===== src/rtl/led_matrix_scanner.sv =====
// led_matrix_scanner: double-buffered 16x16 frame store scanned onto LED row/column pins
module led_matrix_scanner #(
  parameter logic        ROW_ACTIVE   = 1'b1,
  parameter logic        COL_ACTIVE   = 1'b0,
  parameter int unsigned BLANK_CYCLES = 2
) (
  input  logic        Clk,
  input  logic        Rst_n,
  input  logic        Scan_tick,
  input  logic        Wr_en,
  input  logic [3:0]  Wr_row,
  input  logic [15:0] Wr_data,
  input  logic        Commit,
  output logic        Ready,
  output logic        Swap_ack,
  output logic        Frame_done,
  output logic [15:0] Array_row,
  output logic [15:0] Array_col
);
  logic [15:0] bank [2][16];
  logic        front, pending, wrap, swap, next_front;
  logic [3:0]  row_idx, next_row, blank_cnt;
  localparam logic [15:0] COL_OFF = {16{~COL_ACTIVE}};
  function automatic logic [15:0] col_drive(input logic [15:0] d);
    return {16{COL_ACTIVE}} ~^ d;
  endfunction
  function automatic logic [15:0] row_drive(input logic [3:0] r);
    return {16{ROW_ACTIVE}} ~^ (16'd1 << r);
  endfunction
  always_comb begin
    next_row   = row_idx + 4'd1;
    wrap       = Scan_tick && (row_idx == 4'd15);
    swap       = wrap && pending;
    next_front = front ^ swap;
  end
  assign Ready = ~pending;
  // Writes go to the back bank; a swap can only happen while pending, when writes are blocked,
  // so the bank being displayed is never written in the same cycle it is read.
  always_ff @(posedge Clk or negedge Rst_n) begin
    if (!Rst_n) begin
      for (int b = 0; b < 2; b++)
        for (int r = 0; r < 16; r++)
          bank[b][r] <= '0;
      front      <= 1'b0;
      pending    <= 1'b0;
      row_idx    <= '0;
      blank_cnt  <= '0;
      Swap_ack   <= 1'b0;
      Frame_done <= 1'b0;
      Array_row  <= row_drive(4'd0);
      Array_col  <= COL_OFF;
    end else begin
      if (Wr_en && !pending) bank[~front][Wr_row] <= Wr_data;
      pending    <= swap ? 1'b0 : (pending | Commit);
      front      <= next_front;
      Swap_ack   <= swap;
      Frame_done <= wrap;
      if (Scan_tick) begin
        row_idx   <= next_row;
        Array_row <= row_drive(next_row);
        blank_cnt <= 4'(BLANK_CYCLES);
        Array_col <= (BLANK_CYCLES == 0) ? col_drive(bank[next_front][next_row]) : COL_OFF;
      end else begin
        blank_cnt <= (blank_cnt != 4'd0) ? blank_cnt - 4'd1 : 4'd0;
        Array_col <= (blank_cnt <= 4'd1) ? col_drive(bank[front][row_idx]) : COL_OFF;
      end
    end
  end
endmodule


===== config.mk =====
export PLATFORM = sky130hd
export DESIGN_NAME = led_matrix_scanner
export DESIGN_NICKNAME = d
export VERILOG_FILES = /design/src/rtl/led_matrix_scanner.sv
export SDC_FILE = /design/constraint.sdc
export NUM_CORES = 1
export LEC_CHECK = 0
export CORE_MARGIN = 3
export CORE_UTILIZATION = 56
export CTS_CLUSTER_SIZE = 12
export DETAILED_ROUTE_END_ITERATION = 12
export GPL_TIMING_DRIVEN = 0
export HOLD_SLACK_MARGIN = 0.1
export PLACE_DENSITY = 0.79
export SLEW_MARGIN = 10
export SYNTH_ARGS = -nofsm -noshare
export SYNTH_HDL_FRONTEND = slang
export SYNTH_SLANG_ARGS = --single-unit

===== constraint.sdc =====
create_clock -name Clk -period 2.3 [get_ports Clk]
set_input_delay 0.345 -clock Clk [delete_from_list [all_inputs] [get_ports Clk]]
set_output_delay 0.345 -clock Clk [all_outputs]
set_load 0.005 [all_outputs]

==> results of run 1 <==
[logic make-up after synthesis]
logic type	synth area share
adder cells (fa/ha/maj)	0.002487
AO/OA/AOI/OAI	0.04148
buffers and inverters	0.02735
XOR/XNOR	0.001393
flip-flops	0.5539
multiplexers	0.3436
AND/OR/NAND/NOR	0.02984
[cell usage in the layout (no fill, tap or decap), drive strengths merged, types with 2 or more instances in the layout]
master         instances
mux2                 575
o22ai                 16
mux4                  80
or2                    2
o21ai                 21
nand3                  5
nand3b                 5
a211oi                16
nor2b                 20
nor2                  17
nand2b                 4
inv                    8
and3b                  2
a22o                  12
clkdlybuf4s50         54
nor3                  24
o311ai                16
o221ai                15
nand2                 53
a221o                 15
clkinv                 2
o21a                   2
o2bb2ai                4
a21oi                 19
clkinvlp               2
clkbuf               199
nor3b                  5
xnor2                  3
dfrtp                539
buf                   96
ha                     5
dfstp                 17
mux2i                 33
[area by class of cell]
type,count,area (µm²)
fill,3071,15060
sequential,556,13940
multi-input combinational,982,10800
clock buffer,97,1695
timing repair buffer,101,1064
buffer,151,952.2
tap,592,740.7
inverter,9,37.54
clock inverter,3,32.53
[routing by layer]
metal,part of all wire,vias to the layer above
met5,0,-
met2,0.48,503
met3,0.058,122
met1,0.43,8343
met4,0.032,0
li1,-,6619
[sequential cells by signal, indices dropped and copies added, names as in the netlist]
signal      cells
front           1
Array_row      16
Array_col      16
bank          512
blank_cnt       4
row_idx         4
Swap_ack        1
Frame_done      1
pending         1
[per-stage QoR]
stage | util | hold WS, ns | setup slack [ns]
final | 0.6602 | -0.3141 | -0.07144
after global routing | 0.6602 | -0.2668 | -0.09946
after CTS | 0.6522 | -0.1823 | -0.09232
after detailed placement | 0.6006 | 0.4588 | -1.448
after global placement | 0.5970 | 0.4718 | -22.57
after floorplan | - | 0.04941 | 0.001030
[worst paths after layout]
kind,start,to,slack [ns],cells past startpoint
min in group Clk,Wr_row[1],bank[193]$_DFFE_PN0P_,0.30,3
max in group asynchronous,Rst_n,Array_col[5]$_DFF_PN1_,0.38,5
min,Rst_n,bank[2]$_DFFE_PN0P_,-0.31,1
max,front$_DFF_PN0_,bank[229]$_DFFE_PN0P_,-0.07,6
min reg2reg,Array_row[8]$_DFFE_PN0P_,Array_row[8]$_DFFE_PN0P_,0.50,1
max reg2reg,front$_DFF_PN0_,bank[229]$_DFFE_PN0P_,-0.07,6
[where the power goes]
part           total (µW)  switching [µW]  leakage [µW]  internal [µW]
Sequential          11200             484       0.00763          10700
Combinational        7780            4440       0.00551           3340
Clock                8690            3740      0.000834           4950
[repair_timing]
item,CTS,global route
cloned,1,1
setup buffers,17,21
endpoints found under the setup margin,423,407
hold endpoints to repair,101,101
gates resized for setup,166,75
pin swaps,10,13
==> results.sh, run 1 <==
export IMPL_crit_buf_inv=2
export IMPL_use_met2=0.4334
export IMPL_gr_usage_met3=0.05044
export IMPL_worstMarginPinSlew_ns=0.9207
export IMPL_grt_ovfl_total=0
export IMPL_synthFlopType="dfrtp_1"
export IMPL_worst_setup_path_end_kind="flip-flop"
export IMPL_path_cells="or3b_4 -> buf_4 -> nor3_4 -> nand2_2 -> clkbuf_4 -> mux2_2"
export IMPL_cts_root_buf="clkbuf_16"
export IMPL_antenna_found_initial=0
export IMPL_dr_pass1_iters=9
export IMPL_critPathTopFamily="simple AND/OR/NAND/NOR gates"
export IMPL_cts_made_buffers=56
export IMPL_worstHoldPathType="in -> async"
export IMPL_clkTransAtPathRegs_ns=0.06
export IMPL_synth_area_leaders="dfrtp_1, mux2_2, mux4_2, dfstp_2, clkbuf_1"
export IMPL_worst_slack_ns=-0.07144
export IMPL_clk_latency_ns=0.61
export IMPL_die_height_um=218.0
export IMPL_p_total_uw=27690
export IMPL_syn_nets=1734
export IMPL_fin_crit_ns=2.371
export IMPL_synthesis_area_um2=25160
export IMPL_p_per_area_nw_per_um2=946.4
export IMPL_nets=1887
export IMPL_initial_core_util=0.5677
export IMPL_ys_ff_latch=556
export IMPL_dieArea_um2=47510
export IMPL_skew_ns=0.02110
export IMPL_synth_cell_types=52
export IMPL_max_stage_delay_ns=0.46
export IMPL_final_cell_area_um2=29260
export IMPL_dr_total_vias=15590
export IMPL_placed_cell_area_um2=26620
export IMPL_vdd_drop_max_mv=0.6922
export IMPL_yosysSeqAreaShare=0.5539
export IMPL_yosys_area_top_type="dfrtp_1"
export IMPL_grt_pass1_wl_um=97990
export IMPL_cts_sinks=556
export IMPL_synth_avg_cell_area_um2=14.76
export IMPL_startpoint_type="flip-flop"
export IMPL_required_ns=2.78
export IMPL_leakage_uw=0.01398
export IMPL_vias_per_cell=6.257
export IMPL_hold_viol=101
export IMPL_gp_congestion=0.9114
export IMPL_dp_cells=2357
export IMPL_antenna_left=0
export IMPL_critPathSlowestCell="or3b_4"
export IMPL_dp_hpwl_um=44180
export IMPL_finalWirelength_um=63890
export IMPL_synth_top_cell_area_share=0.5361
export IMPL_path_class="reg -> reg"
export IMPL_portBuffers=55
export IMPL_n_antenna_cell=0
export IMPL_slew_headroom=0.3862
export IMPL_netlist_top_cells_count="mux2_2, dfrtp_1, clkbuf_1"
export IMPL_core_area_um2=44320
export IMPL_area_delta_synth_final_pct=16.29
export IMPL_drtIter0Drc=1279
export IMPL_avgRoutedWirePerCell_um=25.65
export IMPL_remaining_drc_errors=0
export IMPL_synthCells=1704
export IMPL_violations="hold timing, setup timing"
export IMPL_final_cells=2491
export IMPL_finalSetupViolCount=31
export IMPL_fmaxAchievable_mhz=421.7
export IMPL_io_pins=60
export IMPL_grt_pass1_vias=16250
export IMPL_slew_violations=0
export IMPL_grt_use_met1=0.3813
export IMPL_grt_max_degree=116
export IMPL_cts_buffer_depth=3
export IMPL_cts_max_level=2
export IMPL_synth_most_common_cell="mux2_2"
export IMPL_rsz0062_at_grt="yes"
export IMPL_drv_cap=0
export IMPL_whs_ns=-0.3141
export IMPL_synth_edf_count=0
export IMPL_grt_busiest_layer="met2"
export IMPL_tns_ns=-1.333
export IMPL_critPathMaxFanout=10
export IMPL_synth_async_reset_ratio=1.000
export IMPL_die_x_um=218.0
export IMPL_grt_use_total=0.2715
export IMPL_layout_drive_gt1_share=0.4850
export IMPL_period_share=1.031
export IMPL_rows=77
export IMPL_synth_warnings=0
export IMPL_status="finished with violations"
export IMPL_worstPathArrival_ns=2.85
export IMPL_tritoncts="yes"
No activity file was read; power rests on OpenSTA's default activity.
==> run 2, diff against run 1 <==
RECOVER_POWER = 25   (was default)
==> run 2 against run 1 <==
The flow still finishes with violations (hold timing, setup timing). Utilization about the same. Clock-buffer cell count unchanged. Global-route usage unchanged. Clock skew decreased by 0.0017 ns. Via count decreased by 0.45%. Die area unchanged. Sequential cell count unchanged. Design area about the same. Largest power group unchanged.
==> results.sh, run 2 (synthesized netlist as in run 1, its figures left out) <==
export IMPL_worstMarginPinSlew_ns=1.307
export IMPL_avgRoutedWirePerCell_um=25.59
export IMPL_fmaxAchievable_mhz=421.3
export IMPL_max_stage_delay_ns=0.46
export IMPL_dp_hpwl_um=44180
export IMPL_io_pins=60
export IMPL_remaining_drc_errors=0
export IMPL_cts_max_level=2
export IMPL_met3_wirelength_um=3685
export IMPL_regMostFlops="bank"
export IMPL_finalSetupViolCount=30
export IMPL_worstRegToRegCells=6
export IMPL_antenna_found_initial=0
export IMPL_required_ns=2.78
export IMPL_cts_made_buffers=56
export IMPL_clkTransAtPathRegs_ns=0.06
export IMPL_worst_setup_path_end_kind="flip-flop"
export IMPL_startpoint_type="flip-flop"
export IMPL_dr_pass1_iters=5
export IMPL_portBuffers=55
export IMPL_top_layer="met4"
export IMPL_n_antenna_cell=0
export IMPL_period_share=1.032
export IMPL_tns_ns=-1.186
export IMPL_initial_core_util=0.5677
export IMPL_antenna_left=0
export IMPL_finalWirelength_um=63750
export IMPL_violations="hold timing, setup timing"
export IMPL_status="finished with violations"
export IMPL_dp_cells=2357
export IMPL_area_delta_synth_final_pct=16.21
export IMPL_final_cells=2491
export IMPL_final_common_cell="mux2_2"
export IMPL_gp_congestion=0.9114
export IMPL_drv_cap=0
export IMPL_fillers=3073
export IMPL_final_cell_mix="mux2_2, dfrtp_1, clkbuf_1"
export IMPL_slew_violations=0
export IMPL_grt_use_total=0.2715
export IMPL_wl_met1_um=27450
export IMPL_layout_drive_gt1_share=0.4850
export IMPL_p_per_area_nw_per_um2=946.5
export IMPL_grt_ovfl_total=0
export IMPL_grt_max_degree=116
export IMPL_clk_latency_ns=0.61
export IMPL_wl_met2_um=30570
export IMPL_core_area_um2=44320
export IMPL_slew_headroom=0.1283
export IMPL_fin_util=0.6597
export IMPL_nets=1887
export IMPL_placed_cell_area_um2=26620
export IMPL_tritoncts="yes"
export IMPL_drtIter0Drc=1377
export IMPL_final_cell_area_um2=29240
export IMPL_fin_crit_ns=2.374
export IMPL_dr_total_vias=15520
export IMPL_grt_pass1_vias=16250
export IMPL_path_class="reg -> reg"
export IMPL_vias_per_cell=6.229
export IMPL_grt_pass1_wl_um=97990
export IMPL_crit_buf_inv=2
export IMPL_cts_root_buf="clkbuf_16"
export IMPL_critPathTopFamily="simple AND/OR/NAND/NOR gates"
export IMPL_critPathMaxFanout=10
export IMPL_hold_viol=101
export IMPL_vdd_drop_max_mv=0.6933
export IMPL_p_total_uw=27670
export IMPL_rsz0062_at_grt="yes"
export IMPL_crit_cells=6
export IMPL_dieArea_um2=47510
export IMPL_reg_top3="bank x512, Array_col x16, Array_row x16"
export IMPL_rows=77
export IMPL_leakage_uw=0.01397
export IMPL_cts_sinks=556
export IMPL_whs_ns=-0.3150
export IMPL_path_cells="or3b_4 -> buf_4 -> nor3_4 -> nand2_2 -> clkbuf_4 -> mux2_2"
export IMPL_die_x_um=218.0
export IMPL_largest_reg_flops=512
export IMPL_worst_slack_ns=-0.07353
export IMPL_worstHoldPathType="in -> async"
export IMPL_worstPathArrival_ns=2.85
export IMPL_die_height_um=218.0
export IMPL_cts_buffer_depth=3
export IMPL_critPathSlowestCell="or3b_4"
export IMPL_skew_ns=0.01945
-- run 2: cell count changes in the layout (fill, tap and decap cells not counted), sizes merged --
cell,delta
clkbuf,+1
buf,-1
-- run 2: worst paths after layout --
check | from | to | slack (ns)
max | front$_DFF_PN0_ | bank[229]$_DFFE_PN0P_ | -0.07
min in group Clk | Wr_row[1] | bank[195]$_DFFE_PN0P_ | 0.30
min | Rst_n | bank[2]$_DFFE_PN0P_ | -0.31
max reg2reg | front$_DFF_PN0_ | bank[229]$_DFFE_PN0P_ | -0.07
min reg2reg | Array_row[8]$_DFFE_PN0P_ | Array_row[8]$_DFFE_PN0P_ | 0.50
max in group asynchronous | Rst_n | Array_col[5]$_DFF_PN1_ | 0.40
-- run 2: area by class of cell --
cell class                      count  area, µm²  area share
Multi-Input combinational cell    982      10800      0.3693
Clock buffer                       97       1695     0.05799
Tap cell                          592      740.7     0.02533
Inverter                            9      37.54    0.001284
Sequential cell                   556      13940      0.4767
Buffer                            151      952.2     0.03257
Clock inverter                      3      32.53    0.001113
Timing Repair Buffer              101       1044     0.03569
-- run 2: routing by layer --
layer  GRT usage  vias to the layer above
li1            -                     6603
met1      0.3813                     8335
met2      0.4334                      460
met3     0.05044                      119
met4     0.08741                        0
met5           0                        -
-- run 2: where the power goes --
part	internal, µW	total, µW	switching [µW]
registers	10700	11200	484
logic	3340	7780	4440
clock network	4950	8680	3720
-- run 2: timing repair --
action | 4_1_cts | 5_1_grt
hold endpoints to repair | 101 | 101
pin swaps | 10 | 13
endpoints found under the setup margin | 423 | 407
cloned | 1 | 1
setup buffers | 17 | 21
gates resized for setup | 166 | 75
-- run 2: metrics by stage --
stage / worst slack [ns] / hold slack [ns]
floorplan: 0.001030 / 0.04941
finish: -0.07353 / -0.3150
global placement: -22.57 / 0.4718
CTS: -0.09232 / -0.1823
detailed placement: -1.448 / 0.4588
global route: -0.09946 / -0.2724
==> run 3, diff against run 2 <==
CELL_PAD_IN_SITES_DETAIL_PLACEMENT = 0   (was default)
CELL_PAD_IN_SITES_GLOBAL_PLACEMENT = 1   (was default)
CORE_MARGIN = default   (was 3)
CORE_UTILIZATION = 48   (was 56)
CTS_CLUSTER_DIAMETER = 150   (was default)
==> run 3 against run 2 <==
The run ends with setup timing left. First-iteration DRC count down 28%. Clock skew down 0.00060 ns. Die area up 12%. Register-to-register slack about the same. Cell count up 3.1%. Maximum frequency up 0.29%. Worst hold slack better by 0.46 ns. Critical path depth unchanged. Non-clock buffer count up 2. Sequential cell count unchanged. Largest power group unchanged.
==> results.sh, run 3 (synthesized netlist as in run 1, its figures left out) <==
export IMPL_status="finished with violations"
export IMPL_violations="setup timing"
export IMPL_slew_violations=0
export IMPL_combPwrFrac=0.290
export IMPL_tritoncts="yes"
export IMPL_p_total_uw=26830
export IMPL_vias_per_cell=5.911
export IMPL_worstPathArrival_ns=2.85
export IMPL_regMostFlops="bank"
export IMPL_critPathMaxFanout=10
export IMPL_pre_cts_slack_ns=-1.535
export IMPL_worst_setup_path_end_kind="flip-flop"
export IMPL_cts_root_buf="clkbuf_16"
export IMPL_cts_made_buffers=52
export IMPL_nets=1885
export IMPL_antenna_left=0
export IMPL_cts_buffer_depth=3
export IMPL_clkTransAtPathRegs_ns=0.06
export IMPL_fillers=4122
export IMPL_portBuffers=55
export IMPL_path_cells="or3b_4 -> or2_1 -> buf_6 -> or3_4 -> buf_12 -> mux2_4"
export IMPL_layout_drive_gt1_share=0.4822
export IMPL_cts_max_level=2
export IMPL_whs_ns=0.1442
export IMPL_hold_viol=0
export IMPL_drtIter0Drc=989
export IMPL_r2r_slack_ns=-0.07
export IMPL_grt_ovfl_total=0
export IMPL_leakage_uw=0.01392
export IMPL_avgRoutedWirePerCell_um=25.10
export IMPL_fin_util=0.5706
export IMPL_final_common_cell="dfrtp_1"
export IMPL_timing_rr_end="bank[56]$_DFFE_PN0P_"
export IMPL_io_pins=60
export IMPL_grt_pass1_vias=16320
export IMPL_dr_pass1_iters=5
export IMPL_dr_total_vias=15170
export IMPL_critPathSlowestCell="or3b_4"
export IMPL_worstMarginPinSlew_ns=1.068
export IMPL_clkPwrFrac=0.292
export IMPL_fin_crit_ns=2.367
export IMPL_dp_hpwl_um=44910
export IMPL_remaining_drc_errors=0
export IMPL_clk_latency_ns=0.61
export IMPL_initial_core_util=0.4884
export IMPL_die_x_um=230.9
export IMPL_startpoint_type="flip-flop"
export IMPL_die_height_um=230.9
export IMPL_grt_pass1_wl_um=100700
export IMPL_worstRegToRegCells=6
export IMPL_period_share=1.029
export IMPL_required_ns=2.79
export IMPL_reg_top3="bank x512, Array_col x16, Array_row x16"
export IMPL_core_area_um2=51510
export IMPL_antenna_found_initial=0
export IMPL_dieArea_um2=53330
export IMPL_switching_power_uw=8547
export IMPL_p_int_uw=18280
export IMPL_p_seq_frac=0.418
export IMPL_worst_slack_ns=-0.06675
export IMPL_gp_congestion=0.8384
export IMPL_slew_headroom=0.2879
export IMPL_power_switching_share=0.3186
export IMPL_rsz0062_at_grt="yes"
export IMPL_skew_ns=0.01885
export IMPL_grt_use_total=0.2509
export IMPL_p_per_area_nw_per_um2=912.8
export IMPL_finalSetupViolCount=33
export IMPL_final_cells=2567
export IMPL_cts_sinks=556
export IMPL_vdd_drop_max_mv=0.6027
export IMPL_final_cell_mix="dfrtp_1, mux2_2, clkbuf_1"
export IMPL_area_delta_synth_final_pct=16.82
export IMPL_setup_worst_path_start="front$_DFF_PN0_"
export IMPL_grt_max_degree=117
export IMPL_worstHoldPathType="in -> async"
export IMPL_path_class="reg -> reg"
export IMPL_finalWirelength_um=64440
export IMPL_max_stage_delay_ns=0.49
export IMPL_fmaxAchievable_mhz=422.5
export IMPL_n_antenna_cell=0
export IMPL_drv_cap=0
export IMPL_largest_reg_flops=512
export IMPL_timing_rr_start="front$_DFF_PN0_"
export IMPL_dp_cells=2445
export IMPL_rows=83
-- run 3: cell count changes in the layout (fill, tap and decap cells not counted), moves of 4 or more --
cell and delta:
buf_4 -8, clkbuf_16 -4, clkbuf_8 -14, mux2_2 -46, mux2_4 +46, nand2_2 +4
-- run 3: critical path, delay by kind of cell, from the launching register on --
family	cells	cell delay, ns
buffers and inverters	2	0.32
flip-flops	1	0.47
multiplexers	1	0.30
AND/OR/NAND/NOR	3	1.15
-- run 3: worst max path at each step --
stage	endpoint	slack (ns)	cells past startpoint
after floorplan	bank[53]$_DFFE_PN0P_	0.001	9
after global placement	bank[200]$_DFFE_PN0P_	-23.04	1
after detailed placement	Array_col[13]$_DFF_PN1_	-1.53	7
after CTS	bank[62]$_DFFE_PN0P_	-0.08	8
after global routing	bank[56]$_DFFE_PN0P_	-0.08	6
final	bank[56]$_DFFE_PN0P_	-0.07	6
-- run 3: area by class of cell --
| cell class | instances | area [µm²] | share of cell area |
|---|---|---|---|
| Clock inverter | 3 | 33.78 | 0.001149 |
| Multi-Input combinational cell | 982 | 10990 | 0.3738 |
| Inverter | 9 | 37.54 | 0.001277 |
| Sequential cell | 556 | 13940 | 0.4741 |
| Clock buffer | 83 | 1418 | 0.04823 |
| Buffer | 149 | 974.7 | 0.03316 |
| Timing Repair Buffer | 105 | 1155 | 0.03929 |
| Tap cell | 680 | 850.8 | 0.02895 |
-- run 3: repair_timing --
| action | CTS | global route |
|---|---|---|
| pin swaps | 10 | 10 |
| hold buffers | 1 | 0 |
| gates cloned | 2 | 1 |
| setup buffers | 20 | 20 |
| endpoints found under the hold margin | 216 | 0 |
| resized for setup | 194 | 100 |
| setup endpoints to repair | 470 | 253 |
-- run 3: power groups by stage --
stage | Sequential, µW | Combinational, µW | Clock (µW)
6_report | 11200 | 7780 | 7830
5_1_grt | 11300 | 8300 | 8380
4_1_cts | 11200 | 7570 | 7980
3_5_place_dp | 11400 | 7050 | 0
3_3_place_gp | 11300 | 6910 | 0
2_1_floorplan | 11200 | 4390 | 0
-- run 3: through the flow --
| stage | area [µm²] | setup TNS [ns] |
|---|---|---|
| 3_3_place_gp | 26570 | - |
| 6_report | 29390 | -0.7624 |
| 5_1_grt | 29390 | -3.165 |
| 4_1_cts | 28940 | -1.557 |
| 2_1_floorplan | 25170 | 0 |
| 3_5_place_dp | 26730 | -269.55 |
-- run 3: routing by layer --
| layer | vias to the layer above | track usage | wire, µm |
|---|---|---|---|
| li1 | 6595 | - | - |
| met1 | 8212 | 0.3500 | 29440 |
| met5 | - | 0 | 0 |
| met3 | 86 | 0.03940 | 2554 |
| met2 | 281 | 0.4030 | 30820 |
| met4 | 0 | 0.07947 | 1615 |
